File: config.mk
export PLATFORM = sky130hd
export DESIGN_NAME = udp_tx_conn_resolver
export DESIGN_NICKNAME = d
export VERILOG_FILES = /design/src/rtl/udp_tx_conn_resolver_pkg.sv /design/src/rtl/udp_tx_conn_resolver_ctx_fifo.sv /design/src/rtl/udp_tx_conn_resolver.sv
export SDC_FILE = /design/constraint.sdc
export NUM_CORES = 1
export LEC_CHECK = 0
export BUFFER_PORTS_ARGS = -buffer_cell sky130_fd_sc_hd__buf_2
export CAP_MARGIN = 20
export CORE_MARGIN = 3
export CORE_UTILIZATION = 60
export CTS_CLUSTER_DIAMETER = 100
export DETAILED_ROUTE_END_ITERATION = 16
export PLACE_DENSITY = 0.85
export RECOVER_POWER = 100
export SLEW_MARGIN = 20
export SYNTH_ARGS = -nofsm -noshare
export SYNTH_HDL_FRONTEND = slang
export SYNTH_SLANG_ARGS = --single-unit
File: constraint.sdc
create_clock -name s00_axis_aclk -period 3.8 [get_ports s00_axis_aclk]
set_input_delay 0.38 -clock s00_axis_aclk [delete_from_list [all_inputs] [get_ports s00_axis_aclk]]
set_output_delay 0.38 -clock s00_axis_aclk [all_outputs]
set_load 0.05 [all_outputs]
File: src/rtl/udp_tx_conn_resolver_pkg.sv
// rtl/udp_tx_conn_resolver_pkg.sv - shared widths, defaults and flush FSM states for the TX connection resolver
package udp_tx_conn_resolver_pkg;

  // Hash index width of the connection_manager table.
  localparam int HASH_WIDTH = 10;

  // Defaults for the resolver parameters.
  localparam int WAYS_DEFAULT            = 4;
  localparam int MAX_OUTSTANDING_DEFAULT = 8;
  localparam int LEN_WIDTH_DEFAULT       = 16;

  // A connection id is {hash index, way}.
  function automatic int conn_id_width(input int hash_w, input int ways);
    return hash_w + $clog2(ways);
  endfunction

  // Flush sequencing states.
  typedef enum logic [1:0] {
    ST_RUN       = 2'd0,
    ST_DRAIN     = 2'd1,
    ST_DONE      = 2'd2,
    ST_IDLE_HOLD = 2'd3
  } flush_state_e;

endpackage

File: src/rtl/udp_tx_conn_resolver_ctx_fifo.sv
// rtl/udp_tx_conn_resolver_ctx_fifo.sv - context FIFO holding payload lengths of lookups in flight
module udp_tx_conn_resolver_ctx_fifo #(
  parameter int WIDTH = 16,
  parameter int DEPTH = 8
) (
  input  logic                       clk,
  input  logic                       rst_n,
  input  logic                       push,
  input  logic [WIDTH-1:0]           push_data,
  input  logic                       pop,
  output logic [WIDTH-1:0]           pop_data,
  output logic                       full,
  output logic                       empty,
  output logic [$clog2(DEPTH):0]     count
);

  localparam int AW = $clog2(DEPTH);

  logic [WIDTH-1:0] mem_q [DEPTH];
  logic [WIDTH-1:0] mem_d [DEPTH];
  logic [AW-1:0]    wr_ptr_q, wr_ptr_d;
  logic [AW-1:0]    rd_ptr_q, rd_ptr_d;
  logic [AW:0]      count_q, count_d;

  assign pop_data = mem_q[rd_ptr_q];
  assign full     = (count_q == (AW+1)'(DEPTH));
  assign empty    = (count_q == '0);
  assign count    = count_q;

  // Next-state for storage, pointers and occupancy; the caller never pushes when full or pops when empty.
  always_comb begin
    mem_d    = mem_q;
    wr_ptr_d = wr_ptr_q;
    rd_ptr_d = rd_ptr_q;
    if (push) begin
      mem_d[wr_ptr_q] = push_data;
      wr_ptr_d        = wr_ptr_q + AW'(1);
    end
    if (pop) begin
      rd_ptr_d = rd_ptr_q + AW'(1);
    end
    count_d = count_q + (AW+1)'(push) - (AW+1)'(pop);
  end

  // State registers; reset discards every queued context.
  always_ff @(posedge clk or negedge rst_n) begin
    if (!rst_n) begin
      for (int i = 0; i < DEPTH; i++) mem_q[i] <= '0;
      wr_ptr_q <= '0;
      rd_ptr_q <= '0;
      count_q  <= '0;
    end else begin
      mem_q    <= mem_d;
      wr_ptr_q <= wr_ptr_d;
      rd_ptr_q <= rd_ptr_d;
      count_q  <= count_d;
    end
  end

endmodule

File: src/rtl/udp_tx_conn_resolver.sv
// rtl/udp_tx_conn_resolver.sv - pairs reverse-lookup responses with queued lengths to form UDP header descriptors
module udp_tx_conn_resolver
  import udp_tx_conn_resolver_pkg::*;
#(
  parameter int WAYS            = WAYS_DEFAULT,
  parameter int MAX_OUTSTANDING = MAX_OUTSTANDING_DEFAULT,
  parameter int LEN_WIDTH       = LEN_WIDTH_DEFAULT,
  localparam int CONN_ID_WIDTH  = conn_id_width(HASH_WIDTH, WAYS)
) (
  input  logic                     s00_axis_aclk,
  input  logic                     s00_axis_aresetn,
  input  logic                     s00_axis_tx_valid,
  input  logic [CONN_ID_WIDTH-1:0] s00_axis_tx_connId,
  input  logic [LEN_WIDTH-1:0]     s00_axis_tx_length,
  output logic                     s00_axis_tx_ready,
  output logic                     m00_axis_rv_valid,
  output logic [CONN_ID_WIDTH-1:0] m00_axis_rv_connId,
  input  logic                     m00_axis_rv_ready,
  input  logic                     s01_axis_rv_valid,
  input  logic                     s01_axis_rv_hit,
  input  logic [31:0]              s01_axis_rv_ipAddr,
  input  logic [15:0]              s01_axis_rv_udpPort,
  output logic                     s01_axis_rv_ready,
  output logic                     m01_axis_hdr_valid,
  output logic [31:0]              m01_axis_hdr_ipAddr,
  output logic [15:0]              m01_axis_hdr_udpPort,
  output logic [LEN_WIDTH-1:0]     m01_axis_hdr_length,
  input  logic                     m01_axis_hdr_ready,
  input  logic                     flush_req,
  output logic                     flush_done,
  output logic                     drop_pulse,
  output logic [31:0]              drop_count
);

  localparam int CW = $clog2(MAX_OUTSTANDING) + 1;

  logic                 clk, rst_n;
  logic                 ctx_full, ctx_empty;
  logic [CW-1:0]        ctx_count;
  logic [LEN_WIDTH-1:0] ctx_length;
  logic                 accepting, req_fire, rsp_fire;

  logic                 alive_q, alive_d;
  flush_state_e         state_q, state_d;
  logic                 hdr_valid_q, hdr_valid_d;
  logic [31:0]          hdr_ip_q, hdr_ip_d;
  logic [15:0]          hdr_port_q, hdr_port_d;
  logic [LEN_WIDTH-1:0] hdr_len_q, hdr_len_d;
  logic                 drop_pulse_q, drop_pulse_d;
  logic [31:0]          drop_count_q, drop_count_d;

  assign clk   = s00_axis_aclk;
  assign rst_n = s00_axis_aresetn;

  // New requests only while running, out of reset and not being asked to quiesce.
  assign accepting          = alive_q & (state_q == ST_RUN) & ~flush_req & ~ctx_full;
  assign m00_axis_rv_valid  = s00_axis_tx_valid & accepting;
  assign m00_axis_rv_connId = s00_axis_tx_connId;
  assign s00_axis_tx_ready  = m00_axis_rv_ready & accepting;
  assign req_fire           = s00_axis_tx_valid & s00_axis_tx_ready;

  // A response is taken only when a context is waiting and the header slot can take it.
  assign s01_axis_rv_ready  = ~ctx_empty & (~hdr_valid_q | m01_axis_hdr_ready);
  assign rsp_fire           = s01_axis_rv_valid & s01_axis_rv_ready;

  assign m01_axis_hdr_valid   = hdr_valid_q;
  assign m01_axis_hdr_ipAddr  = hdr_ip_q;
  assign m01_axis_hdr_udpPort = hdr_port_q;
  assign m01_axis_hdr_length  = hdr_len_q;
  assign drop_pulse           = drop_pulse_q;
  assign drop_count           = drop_count_q;
  assign flush_done           = (state_q == ST_DONE);

  udp_tx_conn_resolver_ctx_fifo #(
    .WIDTH (LEN_WIDTH),
    .DEPTH (MAX_OUTSTANDING)
  ) u_ctx_fifo (
    .clk       (clk),
    .rst_n     (rst_n),
    .push      (req_fire),
    .push_data (s00_axis_tx_length),
    .pop       (rsp_fire),
    .pop_data  (ctx_length),
    .full      (ctx_full),
    .empty     (ctx_empty),
    .count     (ctx_count)
  );

  // Header register: load on a hit, hold under backpressure, clear once consumed.
  always_comb begin
    hdr_valid_d = hdr_valid_q;
    hdr_ip_d    = hdr_ip_q;
    hdr_port_d  = hdr_port_q;
    hdr_len_d   = hdr_len_q;
    if (rsp_fire && s01_axis_rv_hit) begin
      hdr_valid_d = 1'b1;
      hdr_ip_d    = s01_axis_rv_ipAddr;
      hdr_port_d  = s01_axis_rv_udpPort;
      hdr_len_d   = ctx_length;
    end else if (hdr_valid_q && m01_axis_hdr_ready) begin
      hdr_valid_d = 1'b0;
    end
  end

  // Miss accounting: one pulse per dropped datagram and a saturating total.
  always_comb begin
    drop_pulse_d = rsp_fire & ~s01_axis_rv_hit;
    drop_count_d = drop_count_q;
    if (drop_pulse_d && (drop_count_q != 32'hFFFF_FFFF)) begin
      drop_count_d = drop_count_q + 32'd1;
    end
  end

  // Flush sequencing: stop intake, let everything in flight resolve, then report once.
  always_comb begin
    state_d = state_q;
    alive_d = 1'b1;
    case (state_q)
      ST_RUN:       if (flush_req) state_d = ST_DRAIN;
      ST_DRAIN:     if ((ctx_count == '0) && !hdr_valid_q) state_d = ST_DONE;
      ST_DONE:      state_d = flush_req ? ST_IDLE_HOLD : ST_RUN;
      ST_IDLE_HOLD: if (!flush_req) state_d = ST_RUN;
      default:      state_d = ST_RUN;
    endcase
  end

  // Control and datapath registers.
  always_ff @(posedge clk or negedge rst_n) begin
    if (!rst_n) begin
      alive_q      <= 1'b0;
      state_q      <= ST_RUN;
      hdr_valid_q  <= 1'b0;
      hdr_ip_q     <= '0;
      hdr_port_q   <= '0;
      hdr_len_q    <= '0;
      drop_pulse_q <= 1'b0;
      drop_count_q <= '0;
    end else begin
      alive_q      <= alive_d;
      state_q      <= state_d;
      hdr_valid_q  <= hdr_valid_d;
      hdr_ip_q     <= hdr_ip_d;
      hdr_port_q   <= hdr_port_d;
      hdr_len_q    <= hdr_len_d;
      drop_pulse_q <= drop_pulse_d;
      drop_count_q <= drop_count_d;
    end
  end

endmodule

==> flow_summary_export.csv, run 1 <==
group,metric,value,unit
clock_network,post_cts_resized,0,
layout,areaGrowthSynthToFinish,14.3,%
layout,regArea,5980,sq um
logic_synthesis,yosysSeqAreaShare,56.2,%
setup_path,critical_path_class,"flip-flop to flip-flop",
routing,vias,6457,
clock_network,post_cts_buffers,0,
grt,grt_max_degree,124,
routing,drt-initial-drc-count,341,
timing,setup_violations,0,
timing,worst_slew_pin_slew,3000,ps
setup_path,start_kind,"flip-flop",
placement,hpwlAfterDp,14500,um
grt,grt_pass1_vias,6773,
setup_path,cp_num_buf_inv,0,
timing,rsz0062_at_grt,"no",
setup_path,cp.arrival,3490,ps
clock_network,cts_hold_buf,0,
timing,period_minus_slack,3120,ps
timing,slew_headroom,-100,%
logic_synthesis,synth_area_leaders,"dfrtp_1 56%, mux2_2 15%, mux4_2 6.8%, mux2_4 4.2%, xor2_1 1.8%",
clock_network,cts_root_buffer,"clkbuf_16",
routing,post_drt_via_cell_ratio,5.69,
logic_synthesis,yosysMostFrequentCell,"dfrtp_1",
logic_synthesis,syn_avg_cell_area,14.7,sq um
layout,multi_input_area,4210,sq um
routing,dr.pass1.iters,4,
pwr,p_leak,0.00583,uW
setup_path,critPathLaunch,"state_q[1]$_DFFE_PN0P_",
timing,hold_viol,0,
logic_synthesis,yosysTopAreaCell,"dfrtp_1",
setup_path,crit-reg2reg-launch,"state_q[1]$_DFFE_PN0P_",
status,outcome,"finished, violations left",
clock_network,cts_tree,"yes",
layout,finalNonFillerCells,1134,
logic_synthesis,synth.distinct_cells,51,
routing,met1_length,9140,um
timing,hold_ws,109,ps
floorplanning,die-area,19400,sq um
timing,finalWorstSetupSlack,678,ps
layout,nNetsFinal,985,
timing,tns,0,ps
layout,final_area,12200,sq um
floorplanning,num_rows,48,
layout,fill_cells,1230,
setup_path,crit_required,4170,ps
routing,wl_met3,1060,um
min_path,min_from,"s01_axis_rv_udpPort[5]",
grt,grt_pass1_wl,35600,um
grt,antenna_found_initial,0,
clock_network,cts_sinks,239,
timing,finClkSkew,8.43,ps
routing,drc,0,
placement,place_area,11600,sq um
placement,gp_congestion,0.874,
routing,top_layer,"met4",
timing,maxSlewViolCount,124,
setup_path,critPathCaptureType,"flip-flop",
clock_network,clockBufferDepth,3,
logic_synthesis,synthFlopType,"dfrtp_1",
setup_path,worst_path_dominant_cell_family,"simple AND/OR/NAND/NOR gates",
logic_synthesis,syn_nets,817,
clock_network,numCtsBuffers,25,
min_path,hold_class,"primary input to flip-flop",
layout,drive_gt1_share,33.1,%
routing,postRouteAntennaNets,0,
floorplanning,die_height,139,um
clock_network,clk_pin_slew,60,ps
clock_network,clkLatencyLatePin,500,ps
routing,wl_per_cell,19.2,um
placement,port_buffers,173,
setup_path,crit_fanout,16,
grt,grtUsageTotal,22.4,%
setup_path,slowest_stage,"nand3b_1",
clock_network,htreeDepth,1,
pwr,ir_worst_vdd,0.557,mV
placement,post-place-cells,1089,
floorplanning,die_w,139,um
routing,drt_wl_total,21800,um
routing,wl_met2,11000,um
logic_synthesis,synthArstFlopShare,100,%
logic_synthesis,syn_area,10600,sq um
layout,n_antenna_cell,0,
timing,finalCritPeriodShare,82.2,%
floorplanning,start_util,61.3,%
logic_synthesis,netlist.area_leader.share,56.2,%
status,violations,"capacitance limit, slew limit",
pwr,power.density,643,nW/um^2
logic_synthesis,netlist_instances,723,
floorplanning,core_area,17400,sq um
placement,place_ws,907,ps
logic_synthesis,synth_edf_count,0,
setup_path,slowest_delay,770,ps
grt,grt-ovfl-total,0,
floorplanning,ios,198,
logic_synthesis,yosys-top-cells-count,"239 x dfrtp_1, 138 x mux2_2, 47 x nand2_1",
job,max_cap_viol_count,1,
setup_path,path_cells,"or4b_1 > a211oi_4 > and2b_1 > nand3b_1 > mux2_1",
logic_synthesis,ys_warn_count,0,
logic_synthesis,synth.ff_latch_count,239,
timing,fmax,0.320,GHz
## registers in the layout, indices dropped and copies added, names as in the netlist
name                  count
alive_q                   1
drop_count               32
drop_pulse                1
m01_axis_hdr_ipAddr      32
m01_axis_hdr_length      16
m01_axis_hdr_udpPort     16
m01_axis_hdr_valid        1
state_q                   2
u_ctx_fifo.count          4
u_ctx_fifo.mem_q        128
u_ctx_fifo.rd_ptr_q       3
u_ctx_fifo.wr_ptr_q       3
## cell type report
type                            instances  area share (%)
Sequential cell                       239            49.2
Multi-Input combinational cell        429            34.6
Timing Repair Buffer                  185            6.54
Clock buffer                           31            5.65
Tap cell                              225            2.31
Clock inverter                         14            1.42
Inverter                               11           0.339
## routing by layer
metal / vias to the layer above / GRT usage, %
li1: 2917 / -
met1: 3328 / 30.0
met2: 168 / 38.1
met3: 44 / 3.66
met4: 0 / 6.95
met5: - / 0
## power by group
group	switching, uW	total [uW]	internal [uW]	leakage (uW)
registers	421	3320	2900	0.00316
clock network	964	2520	1550	0.000431
logic	1330	1990	668	0.00224
total	2710	7830	5120	0.00583
## stage by stage
stage               power [uW]  util (%)
global placement          5410      67.1
CTS                       8000      72.0
global route              8180      70.1
detailed placement        5480      67.1
finish                    7830      70.1
floorplan                 4910         -
## placed cells by master, fill, tap and decap left out, types with 4 or more instances in the layout
master	count
dfrtp_1	237
mux2_2	137
clkbuf_1	110
buf_2	70
nand2_1	48
mux2_1	39
mux4_2	32
clkbuf_16	25
xor2_1	22
o21ai_0	17
mux2i_1	16
nor2_1	15
xnor2_1	14
inv_1	11
nor4_1	9
nor3_1	9
ha_1	9
clkinv_2	9
nand4_1	8
nand3_1	8
nor3b_1	5
clkbuf_2	5
or4_1	4
clkbuf_8	4
bufinv_16	4
## worst paths after layout
path                                                             to  slack (ps)  cells past startpoint
worst max-delay path              u_ctx_fifo.mem_q[108]$_DFFE_PN0P_         680                      5
worst min-delay path            m01_axis_hdr_udpPort[5]$_DFFE_PN0P_         110                      2
worst max register to register    u_ctx_fifo.mem_q[108]$_DFFE_PN0P_         680                      5
worst min register to register   m01_axis_hdr_length[7]$_DFFE_PN0P_         480                      2
max in group asynchronous        u_ctx_fifo.rd_ptr_q[2]$_DFFE_PN0N_         990                      1
min in group asynchronous       m01_axis_hdr_ipAddr[12]$_DFFE_PN0P_         820                      1
## cell families (layout without fill, tap and decap cells)
logic type	Yosys count	after routing	share of synthesized area (%)
flip-flops	239	239	56.2
multiplexers	227	227	28.3
AND/OR/NAND/NOR	130	130	6.98
buffers and inverters	55	241	2.86
XOR/XNOR	36	36	2.96
AO/OA/AOI/OAI	25	25	1.46
adder cells (fa/ha/maj)	10	10	1.25
other	1	1	0.0352
No activity file was read; power rests on OpenSTA's default activity.
==> run 2: changes to the inputs <==
- CORE_UTILIZATION: 60 -> 50
- PLACE_DENSITY: 0.85 -> 0.76
- clock period: 3.8 -> 2.8 ns (I/O delays scaled with it)
==> run 2 against run 1 <==
Effect of this change: the run now ends clean; clock power is 46% higher; highest routed layer unchanged; sequential cell count stayed put; register-to-register slack worse by 490 ps; via count is 1.9% higher; largest cell class unchanged.
==> flow_summary_export.csv, run 2 (same netlist as run 1, synthesis figures left out) <==
group,metric,value,unit
status,outcome,"complete, no violations",
placement,post-place-cells,1142,
timing,finClkSkew,9.91,ps
routing,post_drt_via_cell_ratio,5.33,
pwr,switchingPower,3710,uW
setup_path,reg2reg_slack,190,ps
pwr,power.density,851,nW/um^2
timing,hold_ws,37.1,ps
clock_network,post_cts_buffers,0,
floorplanning,die_w,152,um
timing,slew_headroom,12.7,%
layout,finalNonFillerCells,1235,
timing,tns,0,ps
min_path,holdPathStages,2,
layout,regMostFlops,"u_ctx_fifo.mem_q",
placement,hpwlAfterDp,14200,um
pwr,pwr-share-comb,27.4,%
setup_path,cp.arrival,3010,ps
floorplanning,die-area,23100,sq um
clock_network,clockBufferDepth,3,
floorplanning,core_area,20600,sq um
pwr,p_leak,0.00618,uW
setup_path,critical_path_class,"flip-flop to flip-flop",
pwr,pwr-share-seq,39.1,%
routing,drt_wl_total,22900,um
pwr,p_int,7250,uW
setup_path,slowest_stage,"or4b_1",
layout,mostFrequentLayoutCells,"238 x dfrtp_1, 138 x mux2_2, 109 x clkbuf_1",
timing,rsz0062_at_grt,"no",
floorplanning,ios,198,
placement,gp_congestion,0.809,
routing,postRouteAntennaNets,0,
setup_path,path_cells,"or4b_1 > a211oi_4 > nand2_4 > nor3b_2 > clkbuf_1 > mux2_2",
clock_network,htreeDepth,1,
clock_network,cts_root_buffer,"clkbuf_16",
layout,areaGrowthSynthToFinish,21.0,%
routing,wl_per_cell,18.6,um
timing,maxSlewViolCount,0,
clock_network,numCtsBuffers,26,
routing,drc,0,
pwr,ir_worst_vdd,0.541,mV
clock_network,post_cts_resized,0,
grt,grt-ovfl-total,0,
layout,layout_commonest_cell,"dfrtp_1",
floorplanning,die_height,152,um
timing,setup_violations,0,
timing,finalWorstSetupSlack,189,ps
setup_path,crit_required,3200,ps
min_path,hold_class,"primary input to flip-flop",
min_path,holdPathEnd,"m01_axis_hdr_udpPort[0]$_DFFE_PN0P_",
setup_path,critPathLaunch,"state_q[1]$_DFFE_PN0P_",
timing,worst_slew_pin_slew,1310,ps
floorplanning,num_rows,52,
clock_network,clkLatencyLatePin,520,ps
clock_network,cts_hold_buf,48,
setup_path,crit-reg2reg-launch,"state_q[1]$_DFFE_PN0P_",
clock_network,clk_pin_slew,60,ps
routing,vias,6581,
timing,hold_viol,0,
clock_network,cts_sinks,239,
setup_path,worstRegToRegCells,6,
setup_path,worst_path_dominant_cell_family,"simple AND/OR/NAND/NOR gates",
timing,period_minus_slack,2610,ps
layout,nNetsFinal,1042,
min_path,min_from,"s01_axis_rv_udpPort[0]",
routing,drt-initial-drc-count,260,
pwr,switching_share,33.8,%
grt,grtUsageTotal,19.8,%
layout,drive_gt1_share,32.4,%
setup_path,slowest_delay,590,ps
pwr,p_clk_share,33.4,%
placement,port_buffers,173,
grt,grt_pass1_vias,7010,
grt,antenna_found_initial,1,
grt,grt_pass1_wl,38000,um
routing,dr.pass1.iters,4,
timing,fmax,0.383,GHz
setup_path,cp_num_buf_inv,1,
placement,place_ws,163,ps
setup_path,crit_fanout,7,
clock_network,cts_tree,"yes",
job,max_cap_viol_count,0,
floorplanning,start_util,51.8,%
setup_path,start_kind,"flip-flop",
setup_path,critPathCaptureType,"flip-flop",
layout,largest_reg_flops,128,
timing,finalCritPeriodShare,93.2,%
grt,grt_max_degree,99,
setup_path,r2r-end,"u_ctx_fifo.mem_q[47]$_DFFE_PN0P_",
## run 2: power by group through the flow
stage	registers [uW]	logic, uW	clock network [uW]
2_1_floorplan	5310	1360	0
3_3_place_gp	4320	3070	0
5_1_grt	4360	3210	3890
6_report	4290	3010	3670
4_1_cts	4280	3170	3750
3_5_place_dp	4330	3120	0
## run 2: how the worst max path moves through the flow
| stage | slack [ps] | to | cells past startpoint |
|---|---|---|---|
| 2_1_floorplan | 400 | drop_count[1]$_DFFE_PN0P_ | 5 |
| 3_3_place_gp | 220 | u_ctx_fifo.count[3]$_DFF_PN0_ | 10 |
| 3_5_place_dp | 160 | u_ctx_fifo.count[3]$_DFF_PN0_ | 10 |
| 4_1_cts | 130 | u_ctx_fifo.count[3]$_DFF_PN0_ | 10 |
| 5_1_grt | 60 | m01_axis_hdr_ipAddr[20]$_DFFE_PN0P_ | 7 |
| 6_report | 190 | u_ctx_fifo.mem_q[47]$_DFFE_PN0P_ | 6 |
## run 2: metal layers
layer | share of wire, % | global-route usage (%) | vias up | wire (um)
met5 | 0 | 0 | - | 0
li1 | - | - | 3032 | -
met1 | 44 | 27.3 | 3322 | 10200
met3 | 4.9 | 3.30 | 40 | 1120
met4 | 1.7 | 4.84 | 0 | 388
met2 | 49 | 33.0 | 187 | 11200
## run 2: layout make-up
| type | count | area (sq um) |
|---|---|---|
| fillers | 1591 | 7680 |
| clock inverters | 10 | 178 |
| inverters | 11 | 41.3 |
| flip-flops and latches | 239 | 5980 |
| well taps | 270 | 338 |
| clock buffers | 34 | 752 |
| multi-input cells | 429 | 4230 |
| diodes | 1 | 2.50 |
| repair buffers | 241 | 1360 |
## run 2: stage by stage
| step | total power [uW] | instance area (sq um) | util [%] |
|---|---|---|---|
| floorplan | 6660 | 10600 | - |
| global placement | 7380 | 11800 | 57.5 |
| detailed placement | 7450 | 11800 | 57.5 |
| CTS | 11200 | 13200 | 64.3 |
| global route | 11500 | 12900 | 62.7 |
| finish | 11000 | 12900 | 62.7 |
